### src/rtl/adc_sum_sq_pkg.sv
// Shared types and field positions for the ADC sum-of-squares window scheduler.
package adc_sum_sq_pkg;

  localparam int unsigned N_CH_DEF   = 4;
  localparam int unsigned SAMP_W_DEF = 8;
  localparam int unsigned ACC_W_DEF  = 32;
  localparam int unsigned LEN_W_DEF  = 16;

  localparam int unsigned STATUS_CNT_LSB   = 16;
  localparam int unsigned STATUS_CNT_W     = 16;
  localparam int unsigned STATUS_OVF_LSB   = 12;
  localparam int unsigned STATUS_OVF_W     = 4;
  localparam int unsigned STATUS_STATE_LSB = 0;
  localparam int unsigned STATUS_STATE_W   = 2;

  typedef enum logic [1:0] {
    IDLE      = 2'd0,
    WAIT_SYNC = 2'd1,
    INTEG     = 2'd2
  } state_e;

endpackage

### src/rtl/sat_sq_acc.sv
// One channel: signed square and saturating accumulate with sticky overflow.
// sum_nxt/ovf_nxt expose the post-sample result so the final sample can be dumped directly.
module sat_sq_acc #(
  parameter int unsigned SAMP_W = 8,
  parameter int unsigned ACC_W  = 32
) (
  input  logic                     clk,
  input  logic                     rst_n,
  input  logic                     clr,
  input  logic                     en,
  input  logic signed [SAMP_W-1:0] sample,
  output logic        [ACC_W-1:0]  sum_nxt,
  output logic                     ovf_nxt
);

  logic        [ACC_W-1:0]    acc_q, acc_d;
  logic                       ovf_q, ovf_d;
  logic signed [2*SAMP_W-1:0] samp_ext;
  logic signed [2*SAMP_W-1:0] prod;
  logic        [2*SAMP_W-1:0] sq;
  logic        [ACC_W:0]      sum_wide;

  always_comb begin
    samp_ext = (2*SAMP_W)'(sample);
    prod     = samp_ext * samp_ext;
    sq       = unsigned'(prod);
    // One extra bit catches the carry out that marks saturation.
    sum_wide = {1'b0, acc_q} + {{(ACC_W+1-2*SAMP_W){1'b0}}, sq};
    sum_nxt  = sum_wide[ACC_W] ? '1 : sum_wide[ACC_W-1:0];
    ovf_nxt  = ovf_q | sum_wide[ACC_W];

    acc_d = acc_q;
    ovf_d = ovf_q;
    if (clr) begin
      acc_d = '0;
      ovf_d = 1'b0;
    end else if (en) begin
      acc_d = sum_nxt;
      ovf_d = ovf_nxt;
    end
  end

  always_ff @(posedge clk or negedge rst_n) begin
    if (!rst_n) begin
      acc_q <= '0;
      ovf_q <= 1'b0;
    end else begin
      acc_q <= acc_d;
      ovf_q <= ovf_d;
    end
  end

endmodule

### src/rtl/adc_sum_sq_sched.sv
// Integration-window scheduler: arm/sync/count FSM driving N_CH sum-of-squares
// accumulators and the readback dump registers.
module adc_sum_sq_sched
  import adc_sum_sq_pkg::*;
#(
  parameter int unsigned N_CH   = N_CH_DEF,
  parameter int unsigned SAMP_W = SAMP_W_DEF,
  parameter int unsigned ACC_W  = ACC_W_DEF,
  parameter int unsigned LEN_W  = LEN_W_DEF
) (
  input  logic                     user_clk,
  input  logic                     user_rst_n,
  input  logic                     arm,
  input  logic                     continuous,
  input  logic                     abort,
  input  logic [LEN_W-1:0]         integ_len,
  input  logic                     sync_in,
  input  logic                     adc_valid,
  input  logic [N_CH*SAMP_W-1:0]   adc_data,
  output logic [N_CH*ACC_W-1:0]    sum_sq_out,
  output logic [31:0]              status,
  output logic                     busy,
  output logic                     done
);

  state_e                    state_q, state_d;
  logic                      arm_q;
  logic                      arm_rise;
  logic [LEN_W:0]            cnt_q, cnt_d, cnt_load;
  logic [N_CH*ACC_W-1:0]     sum_sq_q, sum_sq_d;
  logic [N_CH*ACC_W-1:0]     sum_nxt_all;
  logic [N_CH-1:0]           ovf_nxt_all;
  logic [STATUS_OVF_W-1:0]   ovf_last_q, ovf_last_d;
  logic [STATUS_CNT_W-1:0]   win_cnt_q, win_cnt_d;
  logic                      done_q, done_d;
  logic                      acc_clr, acc_en, last;

  for (genvar k = 0; k < N_CH; k++) begin : g_ch
    sat_sq_acc #(
      .SAMP_W(SAMP_W),
      .ACC_W (ACC_W)
    ) u_acc (
      .clk    (user_clk),
      .rst_n  (user_rst_n),
      .clr    (acc_clr),
      .en     (acc_en),
      .sample (adc_data[k*SAMP_W +: SAMP_W]),
      .sum_nxt(sum_nxt_all[k*ACC_W +: ACC_W]),
      .ovf_nxt(ovf_nxt_all[k])
    );
  end

  always_comb begin
    arm_rise = arm & ~arm_q;
    cnt_load = {1'b0, integ_len};
    if (integ_len == '0) cnt_load = {1'b1, {LEN_W{1'b0}}};
    last = (state_q == INTEG) && adc_valid && (cnt_q == (LEN_W+1)'(1));

    state_d    = state_q;
    cnt_d      = cnt_q;
    sum_sq_d   = sum_sq_q;
    ovf_last_d = ovf_last_q;
    win_cnt_d  = win_cnt_q;
    done_d     = 1'b0;
    acc_clr    = 1'b0;
    acc_en     = 1'b0;

    if (abort) begin
      state_d = IDLE;
      acc_clr = 1'b1;
    end else begin
      case (state_q)
        IDLE: if (arm_rise) state_d = WAIT_SYNC;
        WAIT_SYNC: if (sync_in) begin
          state_d = INTEG;
          cnt_d   = cnt_load;
          acc_clr = 1'b1;
        end
        INTEG: if (adc_valid) begin
          if (last) begin
            // Dump the sum that includes this sample while the accumulators clear.
            sum_sq_d   = sum_nxt_all;
            ovf_last_d = '0;
            for (int unsigned k = 0; k < STATUS_OVF_W; k++)
              if (k < N_CH) ovf_last_d[k] = ovf_nxt_all[k];
            win_cnt_d = win_cnt_q + 1'b1;
            done_d    = 1'b1;
            acc_clr   = 1'b1;
            if (continuous) cnt_d = cnt_load;
            else            state_d = IDLE;
          end else begin
            acc_en = 1'b1;
            cnt_d  = cnt_q - 1'b1;
          end
        end
        default: state_d = IDLE;
      endcase
    end
  end

  always_ff @(posedge user_clk or negedge user_rst_n) begin
    if (!user_rst_n) begin
      state_q    <= IDLE;
      arm_q      <= 1'b0;
      cnt_q      <= '0;
      sum_sq_q   <= '0;
      ovf_last_q <= '0;
      win_cnt_q  <= '0;
      done_q     <= 1'b0;
    end else begin
      state_q    <= state_d;
      arm_q      <= arm;
      cnt_q      <= cnt_d;
      sum_sq_q   <= sum_sq_d;
      ovf_last_q <= ovf_last_d;
      win_cnt_q  <= win_cnt_d;
      done_q     <= done_d;
    end
  end

  assign sum_sq_out = sum_sq_q;
  assign done       = done_q;
  assign busy       = (state_q == WAIT_SYNC) || (state_q == INTEG);
  assign status     = {win_cnt_q, ovf_last_q,
                       {(STATUS_OVF_LSB-STATUS_STATE_W){1'b0}}, state_q};

endmodule

### config.mk
export PLATFORM = sky130hd
export DESIGN_NAME = adc_sum_sq_sched
export DESIGN_NICKNAME = d
export VERILOG_FILES = /design/src/rtl/adc_sum_sq_pkg.sv /design/src/rtl/sat_sq_acc.sv /design/src/rtl/adc_sum_sq_sched.sv
export SDC_FILE = /design/constraint.sdc
export NUM_CORES = 1
export LEC_CHECK = 0
export BUFFER_PORTS_ARGS = -buffer_cell sky130_fd_sc_hd__clkbuf_2
export CAP_MARGIN = 20
export CORE_MARGIN = 2
export CORE_UTILIZATION = 63
export DETAILED_ROUTE_END_ITERATION = 16
export GPL_TIMING_DRIVEN = 0
export HOLD_SLACK_MARGIN = 0.1
export PLACE_DENSITY = 0.8
export SETUP_SLACK_MARGIN = 0.2
export SLEW_MARGIN = 10
export SYNTH_ARGS = -nofsm -noshare
export SYNTH_HDL_FRONTEND = slang
export SYNTH_SLANG_ARGS = --single-unit
### constraint.sdc
create_clock -name user_clk -period 7.01 [get_ports user_clk]
set_clock_uncertainty 0.15 [all_clocks]
set_input_delay 0.701 -clock user_clk [delete_from_list [all_inputs] [get_ports user_clk]]
set_output_delay 0.701 -clock user_clk [all_outputs]
set_load 0.005 [all_outputs]
Word level (Yosys, flattened, before mapping)

Index checks and enable logic that the tools add are counted.

Bits in writable memories: 0
Flip-flop bits (word level): 301
Bits in read-only memories: 0
Output and inout bits: 162
Word-level logic and storage cells: 97
Input port bits: 55
Memories: 0
Bits in latches: 0

Add/subtract/negate cells: 6
Order comparisons: 0
Muxes and demuxes: 44
Reductions and logical operators: 10
Bitwise logic cells: 7
$mul: 4
Divide/modulo/power cells: 0
Shifts and indexed selects: 0
Equal/unequal tests: 11

Operators with widths:

| kind                    | number |
|---|---|
| $mux W32                | 12 |
| $add A32 B16 Y33        | 4 |
| $mux W17                | 5 |
| $mul A8 B8 Y16          | 4 |
| $pmux W17 S2            | 1 |
| $mux W1                 | 18 |
| $ne A3 B3 Y1 const B    | 6 |
| $eq A17 B1 Y1 const B   | 1 |
| $sub A17 B1 Y17 const B | 1 |
| $add A16 B1 Y16 const B | 1 |
| $logic_not A16 Y1       | 1 |
| $mux W2                 | 6 |
| $reduce_and A5 Y1       | 2 |
| $pmux W2 S3             | 1 |
| $ne A2 B2 Y1 const B    | 2 |
| $or A1 B1 Y1            | 4 |
| $reduce_and A4 Y1       | 1 |
| $reduce_bool A2 Y1      | 2 |
| $eq A2 B1 Y1 const B    | 1 |
| $eq A2 B2 Y1 const B    | 1 |
| $logic_and A1 B1 Y1     | 2 |
| $logic_not A2 Y1        | 1 |
| $not A1 Y1              | 2 |
| $pmux W1 S2             | 1 |
| 2 further kinds         | 2 |

Depth between registers and ports, before layout

Depth after elaboration: 9
Gate-level depth with buffers: 30

Modules after synthesis

A second synthesis with hierarchy kept.

Cells, all modules: 2842
Area total of the unflattened synthesis: 26759.4 um^2

By module, submodules not included:

| module                      | area an instance (um^2) | sequential area each (um^2) | cells an instance | times used |
|---|---|---|---|---|
| adc_sum_sq_sched            | 7294.5                  | 4229.1                      | 519               | 1 |
| sat_sq_acc at g_ch[1].u_acc | 4991.0                  | 825.8                       | 603               | 1 |
| sat_sq_acc at g_ch[3].u_acc | 4872.2                  | 825.8                       | 563               | 1 |
| sat_sq_acc at g_ch[2].u_acc | 4850.9                  | 825.8                       | 584               | 1 |
| sat_sq_acc at g_ch[0].u_acc | 4750.8                  | 825.8                       | 573               | 1 |

Worst setup path after synthesis

No wires, ideal clock.

Kind: input -> register
From: in adc_data[7]
To: reg g_ch[0].u_acc.acc_q[11]
Arrival: 6524 ps
Required time: 6740 ps
Setup slack: 216 ps
Stages on the path: 27
Path through: clkbuf_1 > nor2b_1 > fa_1 > fa_1 > fa_1 > inv_1 > fa_1 > inv_1 > ha_1 > nor3_1 > nor2_1 > a31oi_1 > nor2b_1 > o21ai_0 > nor2b_1 > xnor2_1 > ha_1 > nand2_1 > nor2_1 > a221o_1 > a21oi_1 > a211o_1 > clkbuf_1 > buf_1 > o21ai_0 > nand2_1 > a21oi_1

Word-level cells in the longest chain between the ends: 5

Ends and longest elaborated chain:

| item                   | RTL line               | source |
|---|---|---|
| start: declaration     | adc_sum_sq_sched.sv:19 | `input logic [N_CH*SAMP_W-1:0] adc_data,` |
| $mul A8 B8 Y16         | sat_sq_acc.sv:25       | `prod = samp_ext * samp_ext;` |
| $add A32 B16 Y33       | sat_sq_acc.sv:28       | `sum_wide = {1'b0, acc_q} + {{(ACC_W+1-2*SAMP_W){1'b0}}, sq};` |
| $mux W32               | sat_sq_acc.sv:29       | `sum_nxt = sum_wide[ACC_W] ? '1 : sum_wide[ACC_W-1:0];` |
| $mux W32               | sat_sq_acc.sv:37       | `end else if (en) begin` |
| $mux W32               | sat_sq_acc.sv:34       | `if (clr) begin` |
| end signal: assignment | sat_sq_acc.sv:45       | `acc_q <= '0;` |
| end signal: assignment | sat_sq_acc.sv:48       | `acc_q <= acc_d;` |
| end: declaration       | sat_sq_acc.sv:16       | `logic [ACC_W-1:0] acc_q, acc_d;` |

Every way passes these cells. The select of a mux whose other input is x is not followed.
A chain may end at the register's enable or synchronous reset.

Final worst setup path

From: in adc_data[1]
To: reg sum_sq_q[29], in the netlist sum_sq_out[29]

Word-level cells in the longest chain between the ends: 3

Ends and longest elaborated chain:

| item                   | RTL line                | source |
|---|---|---|
| $mul A8 B8 Y16         | sat_sq_acc.sv:25        |  |
| $add A32 B16 Y33       | sat_sq_acc.sv:28        |  |
| $mux W32               | sat_sq_acc.sv:29        |  |
| end signal: assignment | adc_sum_sq_sched.sv:114 | `sum_sq_q <= sum_sq_d;` |
| end: declaration       | adc_sum_sq_sched.sv:30  | `logic [N_CH*ACC_W-1:0] sum_sq_q, sum_sq_d;` |

Every way passes these cells.

==> impl_metrics.yaml <==
clock_tree:
  h-tree-depth: 2
  clock-root-buffer: "clkbuf_16"
  cts_buffer_depth: 3
  cts_sinks: 301
  clock_latency_ns: 0.55
  clk_pin_slew_ns: 0.06
  cts_tree: "done"
  cts_hold_buf: 0
  cts_buffers: 36
power_and_ir_drop:
  powerDensity_nw_per_um2: 362
  peakVddDrop_mv: 0.274
  fin_total_pwr_uw: 10500
  seqPwrFrac_pct: 18.3
  switching_share_pct: 45.6
  p_leak_uw: 0.0142
  p_comb_share_pct: 62.7
  clkPwrFrac_pct: 19.0
  p_int_uw: 5690
  p_switching_uw: 4770
logic_synthesis:
  synth.cell_area_um2: 25300
  syn_inst: 2845
  synth-xor-area-share_pct: 6.62
  yosysUniqueCellTypes: 78
  synth_top_family_by_area: "adder cells"
  ys_warn_count: 0
  synthAdderAreaFrac_pct: 23.1
  seq_area_frac_synth_pct: 29.8
  avgSynthCellArea_um2: 8.89
  ys.flop_type: "dfrtp_1"
  async_reset_ff_share_pct: 100
  synth_edf_count: 0
  synthSimpleGateAreaFrac_pct: 16.2
  muxShareOfSynthArea_pct: 0.732
  ys_ff_latch: 301
  synth-compound-area-share_pct: 16.6
floorplan:
  num_rows: 73
  die_x_um: 204
  num_io_pins: 217
  start_util_pct: 63.8
  die_area_um2: 41700
  die_y_um: 204
  design.core.area_um2: 39600
sta:
  finalSetupViolCount: 0
  slew-limit-headroom_pct: 25.3
  fmax_ghz: 0.153
  fin_crit_ns: 6.52
  slew_viol_final: 0
  hold_viol_final: 0
  period_share_pct: 93.0
  rsz0062_at_grt: "false"
  worst_pin_slew_ns: 1.12
  fin_ws_ns: 0.488
cells_and_area:
  nets: 3532
  area_growth_pct: 14.3
  antenna-diode-count: 0
  layoutNonFillerInstCount: 3666
  drive_above_1_share_pct: 14.7
placement:
  portBuffers: 201
  post-place-ws_ns: -0.868
  post-place-cells: 3583
  gp_congestion: 0.952
  hpwl_um: 53200
worst_setup_path:
  crit_fanout: 10
  crit_type: "input port to register"
  cp.arrival_ns: 6.78
  path_buf_inv: 5
  endpoint_kind: "register"
  rrSetupSlack_ns: 3.48
  r2r_cells: 8
  max_stage_delay_ns: 0.53
  r2r_end: "g_ch[0].u_acc.acc_q[12]"
  cp.required_ns: 7.26
  cp_top_family: "adder cells"
  startpoint_type: "input port"
  worstReg2RegStart: "cnt_q[13]"
  critPathSlowestCell: "fa_1"
routing:
  drc_errors: 0
  drt-total-wl_um: 69200
  drtIter0Drc: 1644
  route.vias.total: 22100
  firstDrtPassIters: 7
  wl_per_cell_um: 18.9
  antenna_left: 0
  viasPerCell: 6.02
run_status:
  outcome: "finished, final reports clean"
run:
  max_cap_violations: 0
global_route:
  grt_max_degree: 89
  overflow: 0
  grt_antenna_before_repair: 0
  track_usage_pct: 33.6
  first_global_vias: 22200
  grt_pass1_wl_um: 112000
worst_hold_path:
  hold_path.class: "input port to asynchronous set/reset pin"
-- synthesized netlist by cell type (4+ instances only) --
cell type	count	share of area (%)
a211o_1	9	0.31
a211oi_1	69	2.0
a21o_1	42	1.2
a21oi_1	186	3.7
a22oi_1	6	0.18
a311oi_1	26	0.90
a31o_2	8	0.28
a31oi_1	46	1.1
and2_1	52	1.3
and3_1	30	0.74
and4_1	9	0.31
buf_2	20	0.40
buf_4	14	0.42
buf_6	6	0.27
clkbuf_1	90	1.3
dfrtp_1	301	30
fa_1	176	14
ha_1	186	9.2
inv_1	295	4.4
mux2_2	4	0.18
mux2i_1	14	0.55
nand2_1	222	3.3
nand2b_1	18	0.45
nand3_1	56	1.1
nand4_1	24	0.59
nor2_1	323	4.8
nor2b_1	38	0.94
nor3_1	56	1.1
nor3b_1	4	0.12
nor4_1	16	0.40
o211a_1	4	0.16
o211ai_1	7	0.21
o21a_1	22	0.65
o21ai_0	159	3.1
o21bai_1	16	0.48
o221a_2	9	0.40
o221ai_1	4	0.14
o22ai_1	5	0.12
o31ai_1	4	0.12
or2_2	7	0.17
or3_1	7	0.17
or4_1	6	0.18
xnor2_1	152	5.3
xor2_1	39	1.4
-- per-layer routing --
metal | global-route usage [%] | wire length (um) | vias up
met5 | 0 | 0 | -
met4 | 15.3 | 3040 | 0
met3 | 4.78 | 5090 | 188
met2 | 55.2 | 32900 | 828
met1 | 44.3 | 28200 | 10800
li1 | - | - | 10200
-- worst max-delay path by stage --
stage | start | to | slack (ns) | depth (start not counted)
floorplan | adc_data[7] | g_ch[0].u_acc.acc_q[11] | 0.22 | 27
global placement | user_rst_n | sum_sq_out[10] | -1.39 | 1
detailed placement | adc_data[23] | sum_sq_out[82] | -0.87 | 28
CTS | adc_data[11] | g_ch[1].u_acc.acc_q[19] | 0.16 | 26
global route | adc_data[31] | g_ch[3].u_acc.acc_q[8] | 0.18 | 29
finish | adc_data[1] | sum_sq_out[29] | 0.49 | 29
-- power by group through the flow --
stage | Sequential, uW | Combinational (uW) | Clock (uW)
after global placement | 1940 | 6010 | 0
after global routing | 1920 | 7370 | 2070
final | 1910 | 6560 | 1990
after CTS | 1910 | 6290 | 2000
after detailed placement | 1940 | 6230 | 0
after floorplan | 1920 | 4900 | 0
-- state kept, by name, summed over array words and instances (netlist names) --
name and cells:
ovf_last_q 4, sum_sq_out 128, cnt_q 17, arm_q 1
g_ch.u_acc.acc_q 128, done 1, g_ch.u_acc.ovf_q 4, state_q 2
win_cnt_q 16
-- cell type report --
cell class / instances / area (um2)
buffer: 132 / 698
sequential: 301 / 7530
clock buffer: 48 / 1050
tap: 525 / 657
timing repair buffer: 223 / 1250
multi-input combinational: 2125 / 16400
fill: 3035 / 10700
clock inverter: 16 / 209
inverter: 296 / 1110
-- what timing repair did --
| action | in CTS | in global routing |
|---|---|---|
| gates resized for setup | 28 | 140 |
| endpoints found under the setup margin | 152 | 262 |
| gates cloned | 1 | 0 |
| pin swaps | 1 | 19 |
| setup buffers | 0 | 19 |
-- cell usage in the layout, fill, tap and decap left out, types with 150 or more instances in the layout --
cell	instances
inv_1	292
nor2_1	304
nand2_1	221
a21oi_1	176
dfrtp_1	301
fa_1	176
o21ai_0	152
xnor2_1	150
ha_1	181
clkbuf_2	215
-- cell families after synthesis --
group,Yosys count
AOI/OAI and AO/OA,659
xor gates and xnor gates,191
adders and majority gates,362
buffers and inverters,429
DFF,301
muxes,18
other,1
and+or+nand+nor,884
-- metrics by stage --
stage / hold slack [ns] / util (%) / setup TNS [ns] / area, um2
after floorplan: 0.255 / - / 0 / 25300
after global placement: 0.308 / 68.1 / -477.37 / 27000
after detailed placement: 0.314 / 68.3 / -103.54 / 27100
after CTS: 0.109 / 71.7 / 0 / 28400
after global routing: 0.144 / 72.9 / 0 / 28900
final: 0.0923 / 72.9 / 0 / 28900
Power figures use the tool's default switching activity.
